`src/rtl/dec_wb_arb_if.sv`:
```
// Bundles the producer-side handshake and the three GPR write ports of dec_wb_arb.
interface dec_wb_arb_if #(
    parameter int unsigned NUM_SRC    = 4,
    parameter int unsigned DATA_WIDTH = 32
);
    logic [NUM_SRC-1:0]            src_valid;
    logic [NUM_SRC-1:0]            src_ready;
    logic [NUM_SRC*5-1:0]          src_waddr;
    logic [NUM_SRC*DATA_WIDTH-1:0] src_wdata;

    logic                  we0, we1, we2;
    logic [4:0]            waddr0, waddr1, waddr2;
    logic [DATA_WIDTH-1:0] wd0, wd1, wd2;

    modport master (
        output src_valid, src_waddr, src_wdata,
        input  src_ready,
        input  we0, we1, we2, waddr0, waddr1, waddr2, wd0, wd1, wd2
    );

    modport slave (
        input  src_valid, src_waddr, src_wdata,
        output src_ready,
        output we0, we1, we2, waddr0, waddr1, waddr2, wd0, wd1, wd2
    );
endinterface

```
`src/rtl/dec_wb_arb.sv`:
```
// Writeback arbiter: per-source FIFOs feeding three registered GPR write ports with no
// same-cycle address collisions. Define DEC_WB_ARB_RR_EN for a round-robin scan start.
module dec_wb_arb #(
    parameter int unsigned DATA_WIDTH = 32,
    parameter int unsigned NUM_SRC    = 4,
    parameter int unsigned FIFO_DEPTH = 2
) (
    input  logic         clk,
    input  logic         rst,
    input  logic         flush,
    dec_wb_arb_if.slave  bus,
    output logic         idle
);
    localparam int unsigned PtrW = $clog2(FIFO_DEPTH);
    localparam int unsigned CntW = $clog2(FIFO_DEPTH + 1);
    localparam int unsigned SrcW = $clog2(NUM_SRC);
    localparam int unsigned SumW = SrcW + 1;

    logic [4:0]            addr_mem_q [NUM_SRC][FIFO_DEPTH];
    logic [DATA_WIDTH-1:0] data_mem_q [NUM_SRC][FIFO_DEPTH];
    logic [PtrW-1:0]       rd_ptr_q   [NUM_SRC];
    logic [PtrW-1:0]       wr_ptr_q   [NUM_SRC];
    logic [CntW-1:0]       cnt_q      [NUM_SRC];

    logic [NUM_SRC-1:0]    src_ready;
    logic [NUM_SRC-1:0]    head_valid;
    logic [NUM_SRC-1:0]    push;
    logic [NUM_SRC-1:0]    grant;
    logic [4:0]            head_addr  [NUM_SRC];
    logic [DATA_WIDTH-1:0] head_data  [NUM_SRC];
    logic                  fifos_empty;

    logic                  slot_vld   [3];
    logic [4:0]            slot_addr  [3];
    logic [DATA_WIDTH-1:0] slot_data  [3];

    logic                  we_q    [3];
    logic [4:0]            waddr_q [3];
    logic [DATA_WIDTH-1:0] wd_q    [3];

`ifdef DEC_WB_ARB_RR_EN
    logic [SrcW-1:0] rr_ptr_q, rr_ptr_d;
    logic [SrcW-1:0] last_src;
`endif

    always_comb begin
        fifos_empty = 1'b1;
        for (int i = 0; i < NUM_SRC; i++) begin
            head_valid[i] = (cnt_q[i] != '0);
            src_ready[i]  = (cnt_q[i] != CntW'(FIFO_DEPTH));
            // r0 writes are acknowledged but never stored.
            push[i]       = bus.src_valid[i] & src_ready[i] & (bus.src_waddr[5*i +: 5] != 5'd0);
            head_addr[i]  = addr_mem_q[i][rd_ptr_q[i]];
            head_data[i]  = data_mem_q[i][rd_ptr_q[i]];
            if (head_valid[i]) begin
                fifos_empty = 1'b0;
            end
        end
    end

    always_comb begin : p_select
        logic [SrcW-1:0] s;
        logic [SumW-1:0] idx_sum;
        logic [1:0]      n;
        logic            clash;
        s       = '0;
        idx_sum = '0;
        n       = 2'd0;
        clash   = 1'b0;
        grant   = '0;
        for (int k = 0; k < 3; k++) begin
            slot_vld[k]  = 1'b0;
            slot_addr[k] = '0;
            slot_data[k] = '0;
        end
`ifdef DEC_WB_ARB_RR_EN
        last_src = rr_ptr_q;
`endif
        for (int j = 0; j < NUM_SRC; j++) begin
`ifdef DEC_WB_ARB_RR_EN
            idx_sum = {1'b0, rr_ptr_q} + SumW'(j);
            if (idx_sum >= SumW'(NUM_SRC)) begin
                idx_sum = idx_sum - SumW'(NUM_SRC);
            end
            s = idx_sum[SrcW-1:0];
`else
            s = SrcW'(j);
`endif
            if (head_valid[s] && (n != 2'd3)) begin
                clash = 1'b0;
                for (int k = 0; k < 3; k++) begin
                    if (slot_vld[k] && (slot_addr[k] == head_addr[s])) begin
                        clash = 1'b1;
                    end
                end
                if (!clash) begin
                    grant[s]     = 1'b1;
                    slot_vld[n]  = 1'b1;
                    slot_addr[n] = head_addr[s];
                    slot_data[n] = head_data[s];
                    n            = n + 2'd1;
`ifdef DEC_WB_ARB_RR_EN
                    last_src     = s;
`endif
                end
            end
        end
    end

    always_ff @(posedge clk) begin
        if (rst || flush) begin
            for (int i = 0; i < NUM_SRC; i++) begin
                cnt_q[i]    <= '0;
                rd_ptr_q[i] <= '0;
                wr_ptr_q[i] <= '0;
            end
        end else begin
            for (int i = 0; i < NUM_SRC; i++) begin
                if (push[i]) begin
                    wr_ptr_q[i] <= wr_ptr_q[i] + PtrW'(1);
                end
                if (grant[i]) begin
                    rd_ptr_q[i] <= rd_ptr_q[i] + PtrW'(1);
                end
                case ({push[i], grant[i]})
                    2'b10:   cnt_q[i] <= cnt_q[i] + CntW'(1);
                    2'b01:   cnt_q[i] <= cnt_q[i] - CntW'(1);
                    default: cnt_q[i] <= cnt_q[i];
                endcase
            end
        end
    end

    always_ff @(posedge clk) begin
        for (int i = 0; i < NUM_SRC; i++) begin
            if (push[i]) begin
                addr_mem_q[i][wr_ptr_q[i]] <= bus.src_waddr[5*i +: 5];
                data_mem_q[i][wr_ptr_q[i]] <= bus.src_wdata[DATA_WIDTH*i +: DATA_WIDTH];
            end
        end
    end

    // Unused slots carry zero address/data, so the GPR sees clean ports.
    always_ff @(posedge clk) begin
        for (int k = 0; k < 3; k++) begin
            if (rst || flush) begin
                we_q[k]    <= 1'b0;
                waddr_q[k] <= '0;
                wd_q[k]    <= '0;
            end else begin
                we_q[k]    <= slot_vld[k];
                waddr_q[k] <= slot_addr[k];
                wd_q[k]    <= slot_data[k];
            end
        end
    end

`ifdef DEC_WB_ARB_RR_EN
    always_comb begin
        rr_ptr_d = rr_ptr_q;
        if (|grant) begin
            rr_ptr_d = (last_src == SrcW'(NUM_SRC - 1)) ? '0 : last_src + SrcW'(1);
        end
    end

    // Survives flush; a flushed cycle's grants never take effect, so the pointer holds.
    always_ff @(posedge clk) begin
        if (rst) begin
            rr_ptr_q <= '0;
        end else if (!flush) begin
            rr_ptr_q <= rr_ptr_d;
        end
    end
`endif

    assign bus.src_ready = src_ready;
    assign bus.we0       = we_q[0];
    assign bus.we1       = we_q[1];
    assign bus.we2       = we_q[2];
    assign bus.waddr0    = waddr_q[0];
    assign bus.waddr1    = waddr_q[1];
    assign bus.waddr2    = waddr_q[2];
    assign bus.wd0       = wd_q[0];
    assign bus.wd1       = wd_q[1];
    assign bus.wd2       = wd_q[2];

    assign idle = fifos_empty & ~(we_q[0] | we_q[1] | we_q[2]);
endmodule
```
`src/flat_wrapper.sv`:
```
// flat-port wrapper written by rule: the top's interface ports become plain ports
module dec_wb_arb_flat 
#(
    parameter int unsigned DATA_WIDTH = 32,
    parameter int unsigned NUM_SRC    = 4,
    parameter int unsigned FIFO_DEPTH = 2
)
  (clk, rst, flush, idle, bus_src_valid, bus_src_waddr, bus_src_wdata, bus_src_ready, bus_we0, bus_we1, bus_we2, bus_waddr0, bus_waddr1, bus_waddr2, bus_wd0, bus_wd1, bus_wd2);
  dec_wb_arb_if #(.NUM_SRC(NUM_SRC), .DATA_WIDTH(DATA_WIDTH)) bus_i ();
  input  logic clk;
  input  logic rst;
  input  logic flush;
  output logic idle;
  input wire logic [$bits(bus_i.src_valid)-1:0] bus_src_valid;
  input wire logic [$bits(bus_i.src_waddr)-1:0] bus_src_waddr;
  input wire logic [$bits(bus_i.src_wdata)-1:0] bus_src_wdata;
  output wire logic [$bits(bus_i.src_ready)-1:0] bus_src_ready;
  output wire logic [$bits(bus_i.we0)-1:0] bus_we0;
  output wire logic [$bits(bus_i.we1)-1:0] bus_we1;
  output wire logic [$bits(bus_i.we2)-1:0] bus_we2;
  output wire logic [$bits(bus_i.waddr0)-1:0] bus_waddr0;
  output wire logic [$bits(bus_i.waddr1)-1:0] bus_waddr1;
  output wire logic [$bits(bus_i.waddr2)-1:0] bus_waddr2;
  output wire logic [$bits(bus_i.wd0)-1:0] bus_wd0;
  output wire logic [$bits(bus_i.wd1)-1:0] bus_wd1;
  output wire logic [$bits(bus_i.wd2)-1:0] bus_wd2;
  assign bus_i.src_valid = bus_src_valid;
  assign bus_i.src_waddr = bus_src_waddr;
  assign bus_i.src_wdata = bus_src_wdata;
  assign bus_src_ready = bus_i.src_ready;
  assign bus_we0 = bus_i.we0;
  assign bus_we1 = bus_i.we1;
  assign bus_we2 = bus_i.we2;
  assign bus_waddr0 = bus_i.waddr0;
  assign bus_waddr1 = bus_i.waddr1;
  assign bus_waddr2 = bus_i.waddr2;
  assign bus_wd0 = bus_i.wd0;
  assign bus_wd1 = bus_i.wd1;
  assign bus_wd2 = bus_i.wd2;
  dec_wb_arb #(.DATA_WIDTH(DATA_WIDTH), .NUM_SRC(NUM_SRC), .FIFO_DEPTH(FIFO_DEPTH)) u_core (.clk(clk), .rst(rst), .flush(flush), .bus(bus_i), .idle(idle));
endmodule
```
`config.mk`:
```
export PLATFORM = sky130hd
export DESIGN_NAME = dec_wb_arb_flat
export DESIGN_NICKNAME = d
export VERILOG_FILES = /design/src/rtl/dec_wb_arb_if.sv /design/src/rtl/dec_wb_arb.sv /design/src/flat_wrapper.sv
export SDC_FILE = /design/constraint.sdc
export NUM_CORES = 1
export LEC_CHECK = 0
export ABC_AREA = 1
export CAP_MARGIN = 20
export CORE_AREA = 3 3 196 198
export DETAILED_ROUTE_END_ITERATION = 8
export DIE_AREA = 0 0 199 201
export GPL_ROUTABILITY_DRIVEN = 0
export PLACE_DENSITY = 0.72
export SETUP_SLACK_MARGIN = 0.3
export SLEW_MARGIN = 5
export SYNTH_ARGS = -nofsm -noshare
export SYNTH_HDL_FRONTEND = slang
export SYNTH_SLANG_ARGS = --single-unit
```
`constraint.sdc`:
```
create_clock -name clk -period 7.12 [get_ports clk]
set_input_delay 2.136 -clock clk [delete_from_list [all_inputs] [get_ports clk]]
set_output_delay 2.136 -clock clk [all_outputs]
set_load 0.02 [all_outputs]
```
Yosys cells after proc, flatten, opt, wreduce, memory -nomap -nowiden
Memory sizes are Yosys's and may differ from the RTL's.
Cells that the tools add are included.
- add/subtract/negate cells: 18
- magnitude comparators: 18
- eq/ne operators: 22
- multiplexer cells: 210
- bitwise logic cells: 55
- reduce and logical (&&, ||, !) cells: 30
- operator list (cell ; count):
    two-way mux 32 bit ; 23
    two-way mux 96 bit ; 6
    bitwise mux 96 bit ; 3
    two-way mux 64 bit ; 4
    demux 32 bit (select 2 bit) ; 3
    demux 32 bit (select 1 bit) ; 4
    two-way mux 5 bit ; 23
    two-way mux 1 bit ; 99
    two-way mux 15 bit ; 6
    bitwise mux 15 bit ; 3
    two-way mux 10 bit ; 4
    equality test 5 bit ; 7
    two-way mux 2 bit ; 16
    OR 1 bit ; 31
    demux 5 bit (select 2 bit) ; 3
    demux 5 bit (select 1 bit) ; 4
    nonzero test 5 bit ; 4
    two-way mux 3 bit ; 6
    logical AND 1 bit ; 17
    greater-or-equal comparator 2 bit, second input constant ; 8
    NOT 1 -> 2 bit ; 8
    != test 2 bit, second input constant ; 6
    adder 2 x 1 -> 2 bit, second input constant ; 5
    AND 1 bit ; 9
    other kinds (17) ; 51
- register bits after elaboration: 0
- memory bits (writable): 426
- output and inout port bits: 119
- memories: 8
- memory list (memory ; words ; width ; rd ports ; clocked after Yosys merged registers in ; wr ports ; RTL line ; source):
    u_core.data_mem_q ; 4 ; 64 ; 4 ; 0 ; 4 ; dec_wb_arb.sv:20 ; logic [DATA_WIDTH-1:0] data_mem_q [NUM_SRC][FIFO_DEPTH];
    u_core.wd_q ; 3 ; 32 ; 3 ; 0 ; 3 ; dec_wb_arb.sv:39 ; logic [DATA_WIDTH-1:0] wd_q [3];
    u_core.addr_mem_q ; 4 ; 10 ; 4 ; 0 ; 4 ; dec_wb_arb.sv:19 ; logic [4:0] addr_mem_q [NUM_SRC][FIFO_DEPTH];
    u_core.waddr_q ; 3 ; 5 ; 3 ; 0 ; 3 ; dec_wb_arb.sv:38 ; logic [4:0] waddr_q [3];
    u_core.cnt_q ; 4 ; 2 ; 4 ; 0 ; 4 ; dec_wb_arb.sv:23 ; logic [CntW-1:0] cnt_q [NUM_SRC];
    u_core.rd_ptr_q ; 4 ; 1 ; 4 ; 0 ; 4 ; dec_wb_arb.sv:21 ; logic [PtrW-1:0] rd_ptr_q [NUM_SRC];
    +2 memories ; -- ; -- ; -- ; -- ; -- ; -- ;

Longest topological paths before layout
Gate-level depths: netlist of the first run.
An unclocked memory read counts as a cell.
- depth in word-level cells: 35
- depth in mapped cells: 24

Worst setup path before layout of the first run
OpenSTA, ideal clock, no wires.
- path kind: in2reg
- start point: input port bus_src_waddr[3]
- end point: memory u_core.addr_mem_q[0][0] in the netlist's numbering (enable)
- setup time: 431 ps
- arrival time: 4076 ps
- path slack: 2613 ps
- stages on the path: 3
- buffers on the path: 0
- path through: or3_1 o311ai_0 nor2_1
- RTL lines (item ; RTL line ; source):
    from (decl) ; flat_wrapper.sv:15 ; input wire logic [$bits(bus_i.src_waddr)-1:0] bus_src_waddr;
    to (decl) ; dec_wb_arb.sv:19 ;

==> results of run 1 <==
power groups by stage:
stage	Clock [mW]	Sequential, mW	Combinational (mW)
after floorplan	0	3.26	1.49
after global routing	2.36	3.14	2.76
after detailed placement	0	3.16	2.48
after CTS	2.25	3.12	2.49
final	2.23	3.12	2.52
after global placement	0	3.16	2.42
cell families after synthesis:
logic type,count (synthesis)
buffers and inverters,212
AND/OR/NAND/NOR,761
flip-flops,426
XOR/XNOR,3
multiplexers,61
adder cells (fa/ha/maj),7
AO/OA/AOI/OAI,217
synthesized netlist by cell type (all sizes together):
master	n
ha	7
nand4	4
xnor2	1
mux2i	61
buf	28
a221oi	1
o32a	12
inv	132
or3	3
o22ai	33
nor3	10
clkinv	2
nand3	26
clkbuf	50
dfxtp	114
nand2	408
nor2	286
xor2	2
edfxtp	312
a211oi	1
o21ai	95
a21oi	59
o311ai	3
o31ai	13
or2	23
nor4	1
per-layer routing:
layer,wire length [um],global-route usage (%),vias up
met4,2036,9.488,2
li1,-,-,6170
met5,15,0,-
met3,3943,3.776,115
met1,19850,32.09,6222
met2,25120,42.95,662
cells in the final DEF (no fill, tap or decap), types with 12 or more instances in the layout:
| cell | netlist | final |
|---|---|---|
| nand2_1 | 403 | 403 |
| edfxtp_1 | 312 | 312 |
| clkdlybuf4s50_1 | 0 | 273 |
| nor2_1 | 277 | 267 |
| inv_1 | 124 | 124 |
| dfxtp_1 | 114 | 114 |
| o21ai_0 | 84 | 84 |
| mux2i_1 | 61 | 61 |
| a21oi_1 | 59 | 59 |
| clkbuf_16 | 0 | 45 |
| o22ai_1 | 33 | 33 |
| or2_2 | 23 | 23 |
| nand3_1 | 22 | 22 |
| buf_4 | 5 | 17 |
| o31ai_1 | 13 | 13 |
| o32a_1 | 12 | 12 |
worst max path at each step:
stage | from | to | slack [ns] | cells after the start
finish | u_core.cnt_q[0][0]$_SDFFCE_PP0P_ | idle | 1.38 | 9
global route | u_core.cnt_q[0][0]$_SDFFCE_PP0P_ | idle | 1.18 | 9
CTS | u_core.cnt_q[0][0]$_SDFFCE_PP0P_ | idle | 1.36 | 9
detailed placement | u_core.rd_ptr_q[0][0]$_SDFFCE_PN0P_ | u_core.waddr_q[1][3]$_SDFF_PN0_ | 1.87 | 22
global placement | u_core.cnt_q[0][0]$_SDFFCE_PP0P_ | idle | 1.99 | 9
floorplan | bus_src_waddr[3] | u_core.addr_mem_q[0][0]$_DFFE_PP_ | 2.61 | 3
final cells by class:
cell class / count / area [sq um] / share of cell area [%]
Clock inverter: 20 / 148.9 / 0.6699
Inverter: 134 / 503.0 / 2.263
Sequential cell: 426 / 11650 / 52.42
Antenna cell: 2 / 5.005 / 0.02252
Clock buffer: 60 / 1252 / 5.635
Multi-Input combinational cell: 1049 / 5131 / 23.09
Tap cell: 468 / 585.6 / 2.635
Timing Repair Buffer: 294 / 2948 / 13.26
sequential cells by signal (all words and copies together) (netlist names):
name and cells:
u_core.data_mem_q 256, u_core.wd_q 96, u_core.addr_mem_q 40, u_core.waddr_q 15, u_core.cnt_q 8, u_core.rd_ptr_q 4
u_core.wr_ptr_q 4, u_core.we_q 3
==> flow_summary_export.csv, run 1 <==
group,metric,value,unit
synthesis,synth_seq_cells,426,
finish,final_util,60.56,%
pwr,seqPwrFrac,39.6,%
setup_path,slowest_delay,0.67,ns
pwr,cellLeakagePower,8.710,nW
finish,fin_cells,2453,
die,ios,274,
setup_path,crit_type,"reg2out",
sta,timing.slew.headroom,24.96,%
synthesis,yosysSeqAreaShare,66.23,%
flow_run,max_cap_violations,0,
synthesis,synthMuxAreaShare,3.471,%
setup_path,worst_path_most_repeated_cell,"inv_2",
synthesis,synthAdderAreaFrac,0.4978,%
place,dp_hpwl,35.49,mm
route,wl,50.96,mm
pwr,p_clk_share,28.4,%
finish,layout.nets,2111,
setup_path,critPathMaxFanout,44,
setup_path,cp.required,4.98,ns
clocking,numCtsBuffers,44,
finish,fillCellCount,2931,
setup_path,crit_buf_inv,5,
setup_path,endpoint_kind,"output pin",
clocking,cts_num_sinks,426,
pwr,combPwrFrac,32.0,%
die,core-area,36700,sq um
clocking,clockBufferDepth,3,
grt,grtUsageTotal,25.04,%
worst_hold_path,holdPathEnd,"u_core.cnt_q[0][6]$_DFFE_PP_",
worst_hold_path,hp-class,"reg2reg",
die,die_h,201,um
status,outcome,"completed",
synthesis,syn_area,17590,sq um
pwr,p_total,7.868,mW
sta,setup_ws,1.381,ns
die,core.rowCount,70,
sta,post-route-period-util,80.60,%
sta,hold_slack,0.5752,ns
grt,grt_antenna_before_repair,3,
route,drc,0,
setup_path,critPathLaunchType,"register",
sta,maxSlewViolCount,0,
clocking,path_clk_slew,0.06,ns
finish,drive_gt1_share,7.564,%
clocking,post_cts_resized,0,
grt,grt_first_pass_wirelength,76.03,mm
sta,rsz0062_at_grt,"no",
place,place_worst_setup_slack,1.866,ns
setup_path,rr_worst_depth,22,
pwr,pwr_density_cell,354.0,nW/um^2
grt,grt_pass1_vias,13086,
clocking,post_cts_buffers,0,
route,dr_total_vias,13171,
synthesis,synth_compound_gate_area_share,7.034,%
setup_path,worstPathCellList,"inv_2 > nand2_4 > nor2_1 > inv_2 > nor2_2 > buf_4 > inv_1 > nor3_1 > clkdlybuf4s50_1",
pwr,swShare,34.82,%
synthesis,synth_cells,1687,
sta,fin_setup_tns,0,ns
synthesis,ys_warn_count,0,
place,dpl.cell_count,2369,
setup_path,cp.arrival,3.60,ns
place,portBuffers,273,
clocking,holdBufCountCts,0,
pwr,peakVddDrop,0.0002036,V
worst_hold_path,min_from,"u_core.cnt_q[0][6]$_DFFE_PP_",
finish,fin_area,22230,sq um
clocking,tritoncts,"yes",
synthesis,synth_top_area_share,53.25,%
setup_path,worstReg2RegStart,"u_core.rd_ptr_q[0][0]$_SDFFCE_PN0P_",
sta,fmax,174.3,MHz
synthesis,synth.avg_cell_area,10.43,sq um
sta,min_period,5.739,ns
clocking,root_buffer,"clkbuf_16",
synthesis,synth_top_area_cell,"edfxtp_1",
finish,area_growth,26.33,%
die,dieArea,40000,sq um
sta,tightest_slew,1.126,ns
place,postPlaceCellArea,20780,sq um
synthesis,synth_top_family_by_area,"simple AND/OR/NAND/NOR gates",
setup_path,cpMaxStageDelayCell,"clkdlybuf4s50_1",
route,wl_per_cell,20.77,um
synthesis,synth_fp_nets,1849,
synthesis,synthSimpleGateAreaFrac,17.57,%
die,start_util,47.94,%
pwr,power_switching,2.739,mW
setup_path,rr_endpoint,"u_core.wd_q[2][11]$_SDFF_PN0_",
pwr,p_int,5.129,mW
sta,finalHoldViolCount,0,
worst_hold_path,holdPathStages,1,
sta,clock_skew,0.01326,ns
route,firstDrtPassIters,6,
clocking,htree_num_levels,2,
sta,setup_viol,0,
route,drtIter0Drc,1397,
synthesis,synthDistinctLibCells,39,
clocking,clk_latency,0.55,ns
route,viasPerCell,5.369,
route,ant_nets,0,
die,die_w,199,um
grt,overflow,0,
synthesis,synthTopCellsByArea,"edfxtp_1, dfxtp_1, nand2_1, nor2_1, mux2i_1",
setup_path,crit_family,"buffers and inverters",
synthesis,synth_xor_xnor_area_share,0.1493,%
grt,grt_max_degree,75,
setup_path,regToRegSetupSlack,1.69,ns
Note: power is estimated with default switching activity, not from simulation.
==> run 2: changes to the inputs <==
==> constraint.sdc (replaced) <==
create_clock -name clk -period 5.4 [get_ports clk]
set_input_delay 1.62 -clock clk [delete_from_list [all_inputs] [get_ports clk]]
set_output_delay 1.62 -clock clk [all_outputs]
set_load 0.02 [all_outputs]
==> run 2 against run 1 <==
Against the previous run: global-route usage is 0.69 points higher; via count is 1.5% higher; final area is 0.55% higher; critical endpoint unchanged; clock power is 34% higher; critical path depth is 1 lower; wire length is 2.3% higher.
==> flow_summary_export.csv, run 2 (synthesis gave the netlist of run 1 again) <==
group,metric,value,unit
clocking,clockBufferDepth,3,
finish,fin_cells,2464,
status,outcome,"completed",
die,start_util,47.94,%
pwr,swShare,34.90,%
die,ios,274,
finish,final_cell_mix,"nand2_1, edfxtp_1, clkdlybuf4s50_1, nor2_1, inv_1",
sta,finalHoldViolCount,0,
grt,grt_antenna_before_repair,4,
clocking,path_clk_slew,0.06,ns
finish,final_util,60.89,%
clocking,cts_num_sinks,426,
die,core-area,36700,sq um
pwr,power_switching,3.649,mW
pwr,peakVddDrop,0.0003106,V
grt,grt_first_pass_wirelength,77.82,mm
pwr,combPwrFrac,32.4,%
finish,layout.nets,2121,
finish,area_growth,27.02,%
pwr,pwr_density_cell,467.9,nW/um^2
route,ant_nets,0,
route,wl,52.15,mm
setup_path,critPathLaunchType,"register",
sta,tightest_slew,0.8407,ns
die,die_w,199,um
setup_path,cp.required,3.78,ns
clocking,root_buffer,"clkbuf_16",
clocking,tritoncts,"yes",
die,die_h,201,um
sta,rsz0062_at_grt,"no",
clocking,clk_latency,0.56,ns
grt,grt_max_degree,53,
place,portBuffers,273,
sta,min_period,4.801,ns
clocking,htree_num_levels,2,
place,dpl.cell_count,2374,
sta,setup_viol,0,
pwr,seqPwrFrac,39.2,%
place,dp_hpwl,36.22,mm
sta,clock_skew,0.01488,ns
setup_path,cp.arrival,3.18,ns
finish,drive_gt1_share,7.777,%
sta,fmax,208.3,MHz
route,firstDrtPassIters,6,
die,core.rowCount,70,
setup_path,critPathMaxFanout,44,
die,dieArea,40000,sq um
worst_hold_path,hp-class,"reg2reg",
sta,setup_ws,0.5994,ns
sta,timing.slew.headroom,43.82,%
setup_path,endpoint_kind,"output pin",
pwr,p_int,6.807,mW
route,drc,0,
pwr,cellLeakagePower,8.760,nW
finish,largest_reg_flops,256,
grt,overflow,0,
grt,grtUsageTotal,25.73,%
place,place_worst_setup_slack,1.113,ns
sta,post-route-period-util,88.90,%
route,wl_per_cell,21.16,um
route,drtIter0Drc,1631,
sta,maxSlewViolCount,0,
clocking,numCtsBuffers,44,
flow_run,max_cap_violations,0,
sta,fin_setup_tns,0,ns
pwr,p_clk_share,28.5,%
route,dr_total_vias,13369,
finish,final_common_cell,"nand2_1",
setup_path,crit_type,"reg2out",
route,viasPerCell,5.426,
grt,grt_pass1_vias,13242,
## run 2: changes by cell type in the layout (fill, tap and decap cells not counted), sizes merged
| cell | previous run | this run |
|---|---|---|
| diode | 2 | 3 |
| buf | 21 | 30 |
| clkinvlp | 2 | 3 |
| bufinv | 2 | 3 |
| clkbuf | 60 | 59 |
## run 2: timing repair
action,in CTS,in global routing
endpoints found under the setup margin,0,1
hold buffers,0,0
endpoints found under the hold margin,0,0
gates resized for setup,0,1
setup buffers,0,3
## run 2: layer usage
metal | vias up | track usage (%) | part of all wire [%] | wire, um
met4 | 2 | 10.79 | 4.2 | 2199
met2 | 682 | 43.55 | 49 | 25460
li1 | 6198 | - | - | -
met1 | 6350 | 33.17 | 39 | 20390
met3 | 137 | 3.693 | 7.8 | 4089
met5 | - | 0 | 0.021 | 11
## run 2: worst max-delay path: stages, from the launching register on
cell and delay (ns):
edfxtp_1 0.45, inv_2 0.11, nand2_4 0.28, nor2_1 0.27, inv_2 0.10, nor2_2 0.28
clkinvlp_4 0.21, nor3_1 0.24, clkdlybuf4s50_1 0.66
## run 2: metrics by stage
| stage | power (mW) | area [sq um] | hold slack, ns |
|---|---|---|---|
| after floorplan | 6.257 | 17590 | 0.5399 |
| after global placement | 7.367 | 20780 | 0.5535 |
| after detailed placement | 7.447 | 20840 | 0.5664 |
| after CTS | 10.44 | 22240 | 0.5745 |
| after global routing | 10.97 | 22350 | 0.5969 |
| final | 10.46 | 22350 | 0.5729 |
## run 2: layout make-up
cell class	count	area, sq um
diodes	3	7.507
clock buffers	59	1229
repair buffers	303	3055
well taps	468	585.6
clock inverters	21	175.2
inverters	134	506.7
multi-input cells	1049	5131
repair inverters	1	5.005
flip-flops and latches	426	11650
fillers	2920	14350
## run 2: power groups by stage
stage          Clock (mW)  Sequential, mW  Combinational [mW]
2_1_floorplan           0            4.30                1.96
3_3_place_gp            0            4.15                3.22
3_5_place_dp            0            4.16                3.29
4_1_cts              3.03            4.09                3.31
5_1_grt              3.15            4.12                3.70
6_report             2.98            4.09                3.38
## run 2: final timing paths
path	end	slack, ns	start	cells after the start
setup / recovery	idle	0.60	u_core.cnt_q[0][0]$_SDFFCE_PP0P_	8
hold / removal	u_core.cnt_q[0][6]$_DFFE_PP_	0.57	u_core.cnt_q[0][6]$_DFFE_PP_	1
setup reg to reg	u_core.waddr_q[2][1]$_SDFF_PN0_	1.05	u_core.rd_ptr_q[0][0]$_SDFFCE_PN0P_	23
hold reg to reg	u_core.cnt_q[0][6]$_DFFE_PP_	0.57	u_core.cnt_q[0][6]$_DFFE_PP_	1
==> run 3: changes to the inputs <==
--- a/config.mk
+++ b/config.mk
@@ -5,13 +5,11 @@
 export SDC_FILE = /design/constraint.sdc
 export NUM_CORES = 1
 export LEC_CHECK = 0
-export ABC_AREA = 1
 export CAP_MARGIN = 20
-export CORE_AREA = 3 3 196 198
+export CORE_AREA = 3 3 242 244
 export DETAILED_ROUTE_END_ITERATION = 8
-export DIE_AREA = 0 0 199 201
+export DIE_AREA = 0 0 245 247
 export GPL_ROUTABILITY_DRIVEN = 0
-export PLACE_DENSITY = 0.72
 export SETUP_SLACK_MARGIN = 0.3
 export SLEW_MARGIN = 5
 export SYNTH_ARGS = -nofsm -noshare
==> run 3 against run 2 <==
Against the previous run: die area increased by 51%; final cell count down 11%; clock-buffer cell count up 5; non-clock buffer count decreased by 3; total power grew 5.4%; clock skew increased by 0.0044 ns; flip-flop and latch count is the same; register-to-register slack got worse by 0.38 ns; synthesized cell count is 34% lower; global-route usage down 9.1 points; largest power group unchanged; highest routed layer unchanged.
==> flow_summary_export.csv, run 3 <==
group,metric,value,unit
status,outcome,"completed",
setup_path,worstReg2RegStart,"u_core.cnt_q[0][0]$_SDFFCE_PP0P_",
sta,timing.slew.headroom,26.03,%
die,core.rowCount,87,
clocking,post_cts_resized,0,
sta,post-route-period-util,87.57,%
die,start_util,30.04,%
clocking,tritoncts,"yes",
clocking,root_buffer,"clkbuf_16",
finish,final_cell_mix,"edfxtp_1, clkdlybuf4s50_1, mux2_2, dfxtp_1, o22ai_1",
setup_path,crit_type,"reg2reg",
setup_path,worst_path_most_repeated_cell,"nor3_1",
route,viasPerCell,5.091,
synthesis,synth-edff-count,312,
die,core-area,56500,sq um
synthesis,synth_top_family_by_area,"compound AO/OA/AOI/OAI gates",
clocking,holdBufCountCts,0,
clocking,htree_num_levels,2,
synthesis,synth.most_common_cell,"edfxtp_1",
sta,clock_skew,0.01927,ns
clocking,post_cts_buffers,0,
finish,largest_reg_flops,256,
clocking,path_clk_slew,0.06,ns
clocking,clockBufferDepth,3,
finish,drive_gt1_share,22.25,%
synthesis,synth_cells,1117,
grt,grt_first_pass_wirelength,74.44,mm
place,portBuffers,273,
synthesis,synthDistinctLibCells,63,
worst_hold_path,min_from,"u_core.cnt_q[0][6]$_DFFE_PP_",
setup_path,endpoint_kind,"register",
synthesis,synthMuxAreaShare,10.86,%
synthesis,synth_xor_xnor_area_share,0.8773,%
clocking,cts_num_sinks,426,
sta,rsz0062_at_grt,"no",
synthesis,ys_warn_count,0,
place,dp_hpwl,34.90,mm
clocking,clk_latency,0.58,ns
grt,overflow,0,
route,firstDrtPassIters,9,
sta,hold_slack,0.5665,ns
route,drc,0,
pwr,peakVddDrop,0.0002305,V
finish,area_growth,30.83,%
route,drtIter0Drc,1077,
synthesis,synth_flop_cell,"edfxtp_1",
route,met1_length,21.77,mm
synthesis,synth.avg_cell_area,15.19,sq um
grt,grt_pass1_vias,11452,
setup_path,slowest_delay,0.82,ns
setup_path,worstPathCellList,"nor2_4 > inv_2 > nand2_1 > xnor2_1 > a31oi_4 > buf_4 > nor3_1 > a221oi_1 > nor3_1 > a41o_2 > inv_4 > nand2_4 > o32ai_1",
worst_hold_path,hp-class,"reg2reg",
die,die_w,245,um
setup_path,cp.required,5.87,ns
sta,min_period,4.729,ns
sta,finalHoldViolCount,0,
place,postPlaceCellArea,20580,sq um
synthesis,ys_top_cells_by_count,"edfxtp_1, mux2_2, dfxtp_1",
setup_path,cpMaxStageDelayCell,"inv_2",
synthesis,synthSimpleGateAreaFrac,4.593,%
synthesis,synthAdderAreaFrac,0.5160,%
grt,grt_antenna_before_repair,5,
flow_run,max_cap_violations,0,
die,ios,274,
route,ant_nets,0,
pwr,cellLeakagePower,7.390,nW
pwr,pwr_density_cell,496.4,nW/um^2
sta,fin_setup_tns,0,ns
synthesis,synth_fp_nets,1279,
setup_path,critPathLaunchType,"register",
finish,final_common_cell,"edfxtp_1",
synthesis,async_flop_share,0,%
clocking,numCtsBuffers,47,
synthesis,yosysSeqAreaShare,68.65,%
finish,fillCellCount,5187,
route,maxUsedRoutingLayer,"met5",
sta,fmax,211.5,MHz
pwr,p_total,11.02,mW
grt,grtUsageTotal,16.64,%
sta,maxSlewViolCount,0,
synthesis,synth_top_area_share,55.20,%
sta,setup_viol,0,
synthesis,synth_top_area_cell,"edfxtp_1",
route,route.met3.wl,4.451,mm
synthesis,synth_compound_gate_area_share,11.40,%
route,dr_total_vias,11154,
finish,layout.nets,1557,
route,dr_wl_met2,24.40,mm
die,die_h,247,um
synthesis,syn_area,16970,sq um
die,dieArea,60520,sq um
synthesis,synth_seq_cells,426,
grt,grt_max_degree,48,
route,wl,51.55,mm
synthesis,synthTopCellsByArea,"edfxtp_1, dfxtp_1, mux2_2, o22ai_1, o22ai_2",
setup_path,cp.arrival,5.20,ns
setup_path,cp-startpoint,"u_core.cnt_q[0][0]$_SDFFCE_PP0P_",
sta,tightest_slew,1.108,ns
setup_path,critPathMaxFanout,47,
route,wl_per_cell,23.53,um
finish,fin_area,22210,sq um
## run 3: final timing paths
check	end	slack [ns]	depth (start not counted)
max	u_core.waddr_q[2][3]$_SDFF_PN0_	0.67	13
min	u_core.cnt_q[0][6]$_DFFE_PP_	0.57	1
max reg2reg	u_core.waddr_q[2][3]$_SDFF_PN0_	0.67	13
min reg2reg	u_core.cnt_q[0][6]$_DFFE_PP_	0.57	1
## run 3: power by group
group | total (mW) | leakage, nW | switching, mW | internal (mW)
clock network | 3.29 | 0.786 | 1.34 | 1.95
registers | 4.20 | 3.87 | 0.182 | 4.02
logic | 3.54 | 2.74 | 2.15 | 1.38
total | 11.0 | 7.39 | 3.67 | 7.35
## run 3: cell type report
class	count	area (sq um)	share of cell area, %
flip-flops and latches	426	11650	52.47
multi-input cells	574	4877	21.96
repair buffers	300	2948	13.28
clock buffers	64	1300	5.855
well taps	756	945.9	4.260
clock inverters	24	305.3	1.375
inverters	46	175.2	0.7889
diodes	1	2.502	0.01127
## run 3: logic make-up after synthesis
logic type,after synthesis
DFF,426
AOI/OAI and AO/OA,232
muxes,164
and+or+nand+nor,154
buffers and inverters,117
xor gates and xnor gates,17
adders and majority gates,7
## run 3: metal layers
metal	GRT usage (%)	vias to the layer above
met5	0	-
met4	3.925	6
met3	4.446	87
met2	27.49	570
met1	21.88	5561
li1	-	4930
## run 3: worst max-delay path, delay by kind of cell (launching register included)
kind | cells | cell delay (ns)
simple gates | 5 | 1.02
flops | 1 | 0.47
compound gates | 4 | 1.52
buf+inv | 3 | 1.30
xor+xnor | 1 | 0.28
## run 3: metrics by stage
| stage | setup slack [ns] | instances | util, % |
|---|---|---|---|
| after floorplan | 1.514 | 1117 | - |
| after global placement | 0.9472 | 2101 | 36.42 |
| after detailed placement | 0.7896 | 2101 | 36.42 |
| after CTS | 0.7506 | 2189 | 39.26 |
| after global routing | 0.4221 | 2190 | 39.30 |
| final | 0.6714 | 2191 | 39.30 |
==> edit: new RTL, config.mk and constraints of run 2 <==
`DATA_WIDTH` is set to 32 in 3 places; all go to 40.
--- a/src/rtl/dec_wb_arb_if.sv
+++ b/src/rtl/dec_wb_arb_if.sv
@@ -3,3 +3,3 @@
     parameter int unsigned NUM_SRC    = 4,
-    parameter int unsigned DATA_WIDTH = 32
+    parameter int unsigned DATA_WIDTH = 40
 );
--- a/src/rtl/dec_wb_arb.sv
+++ b/src/rtl/dec_wb_arb.sv
@@ -3,3 +3,3 @@
 module dec_wb_arb #(
-    parameter int unsigned DATA_WIDTH = 32,
+    parameter int unsigned DATA_WIDTH = 40,
     parameter int unsigned NUM_SRC    = 4,
--- a/src/flat_wrapper.sv
+++ b/src/flat_wrapper.sv
@@ -3,3 +3,3 @@
 #(
-    parameter int unsigned DATA_WIDTH = 32,
+    parameter int unsigned DATA_WIDTH = 40,
     parameter int unsigned NUM_SRC    = 4,
Ports: changed (resized bus_src_wdata, bus_wd0, bus_wd1 and bus_wd2); port bits go from 274 to 330. The function was not compared with the original's and may differ.
==> edit against run 2 <==
  * Total power grew 18%
  * Die area is the same
  * Clock power grew 16%
  * Hold slack gained 0.0026 ns
  * Sequential cell count grew 88
  * Routed wire length grew 17%
  * Register-to-register slack gained 0.05 ns
  * Critical path depth is the same
  * Largest cell class unchanged
  * Cell area grew 17%
  * Synthesized area grew 18%
  * Via count grew 15%
  * Count of clock-buffer cells in the layout grew 10
  * Setup slack gained 0.063 ns
  * Largest power group unchanged
==> edit: results (changes against run 2) <==
[placement]
port_buffers=329  ; +21%
dpl.hpwl_mm=42.5  ; +17%
dp_slack_ns=1.27  ; +0.160 ns
placedCellCount=2567  ; +8.1%
place_area_mm2=0.0245  ; +18%

[setup_path]
arrival_ns=3.12  ; -0.06 ns
worstPathMaxFanout=53  ; +20%

[pwr]
seq_power_share=0.402  ; +0.010
p_sw_mw=4.27  ; +17%
leakage_nw=9.73  ; +11%
p_per_area_mw_per_mm2=469  ; +0.27%
p_comb_mw=3.88  ; +15%

[timing]
clock_skew_ns=0.0110  ; -0.00385 ns
maxSlewHeadroom=0.387  ; -0.0513

[drt]
met2_length_mm=30.3  ; +19%
drt-initial-drc-count=1720  ; +5.5%
dr_wl_met3_mm=5.34  ; +31%
wl_per_cell_um=22.9  ; +8.3%
vias=15418  ; +15%

[synthesis]
netlist_instances=1845  ; +9.4%
synth_edf_count=376  ; +21%
synth_common_cells=edfxtp_1, nor2_1, nand2_1

[grt]
use_met2=0.515  ; +0.0797
grt_max_degree=82  ; +55%
grt_use_met3=0.0688  ; +0.0319
grtUsageMet1=0.362  ; +0.0306
grt_use_total=0.303  ; +0.0453

[final_layout]
largest_reg_flops=320  ; +25%
drive_gt1_frac=0.0816  ; +0.00385
fin_cells=2661  ; +8.0%
num_antenna_cells=0  ; -3

[cts]
clk_latency_ns=0.58  ; +0.02 ns

[outcome]
status=finished, final reports clean

[min_path]
hp-class=reg2reg

edit: kinds of logic (layout without fill, tap and decap cells):
kind of cell    after synthesis  in the layout  share of synthesized area
compound gates              385            385                      0.114
xor+xnor                      4              4                    0.00168
fa+ha+maj                     7              7                    0.00421
buf+inv                     297            645                     0.0581
flops                       514            514                      0.675
mux                          73             73                     0.0351
simple gates                565            565                      0.112
edit: area by class of cell:
class	instances	area, µm²
clock inverter	24	185
multi-input combinational	1034	5640
tap	468	586
fill	2648	10500
timing repair buffer	361	3540
clock buffer	69	1470
inverter	191	717
sequential	514	14100
edit: final timing paths:
path | endpoint | from | cells past startpoint | slack (ns)
worst min register to register | u_core.cnt_q[0][6] | u_core.cnt_q[0][6] | 1 | 0.58
worst max register to register | u_core.wd_q[1][22] | u_core.rd_ptr_q[0][1] | 16 | 1.10
worst min-delay path | u_core.cnt_q[0][6] | u_core.cnt_q[0][6] | 1 | 0.58
worst max-delay path | idle | u_core.cnt_q[0][0] | 8 | 0.66
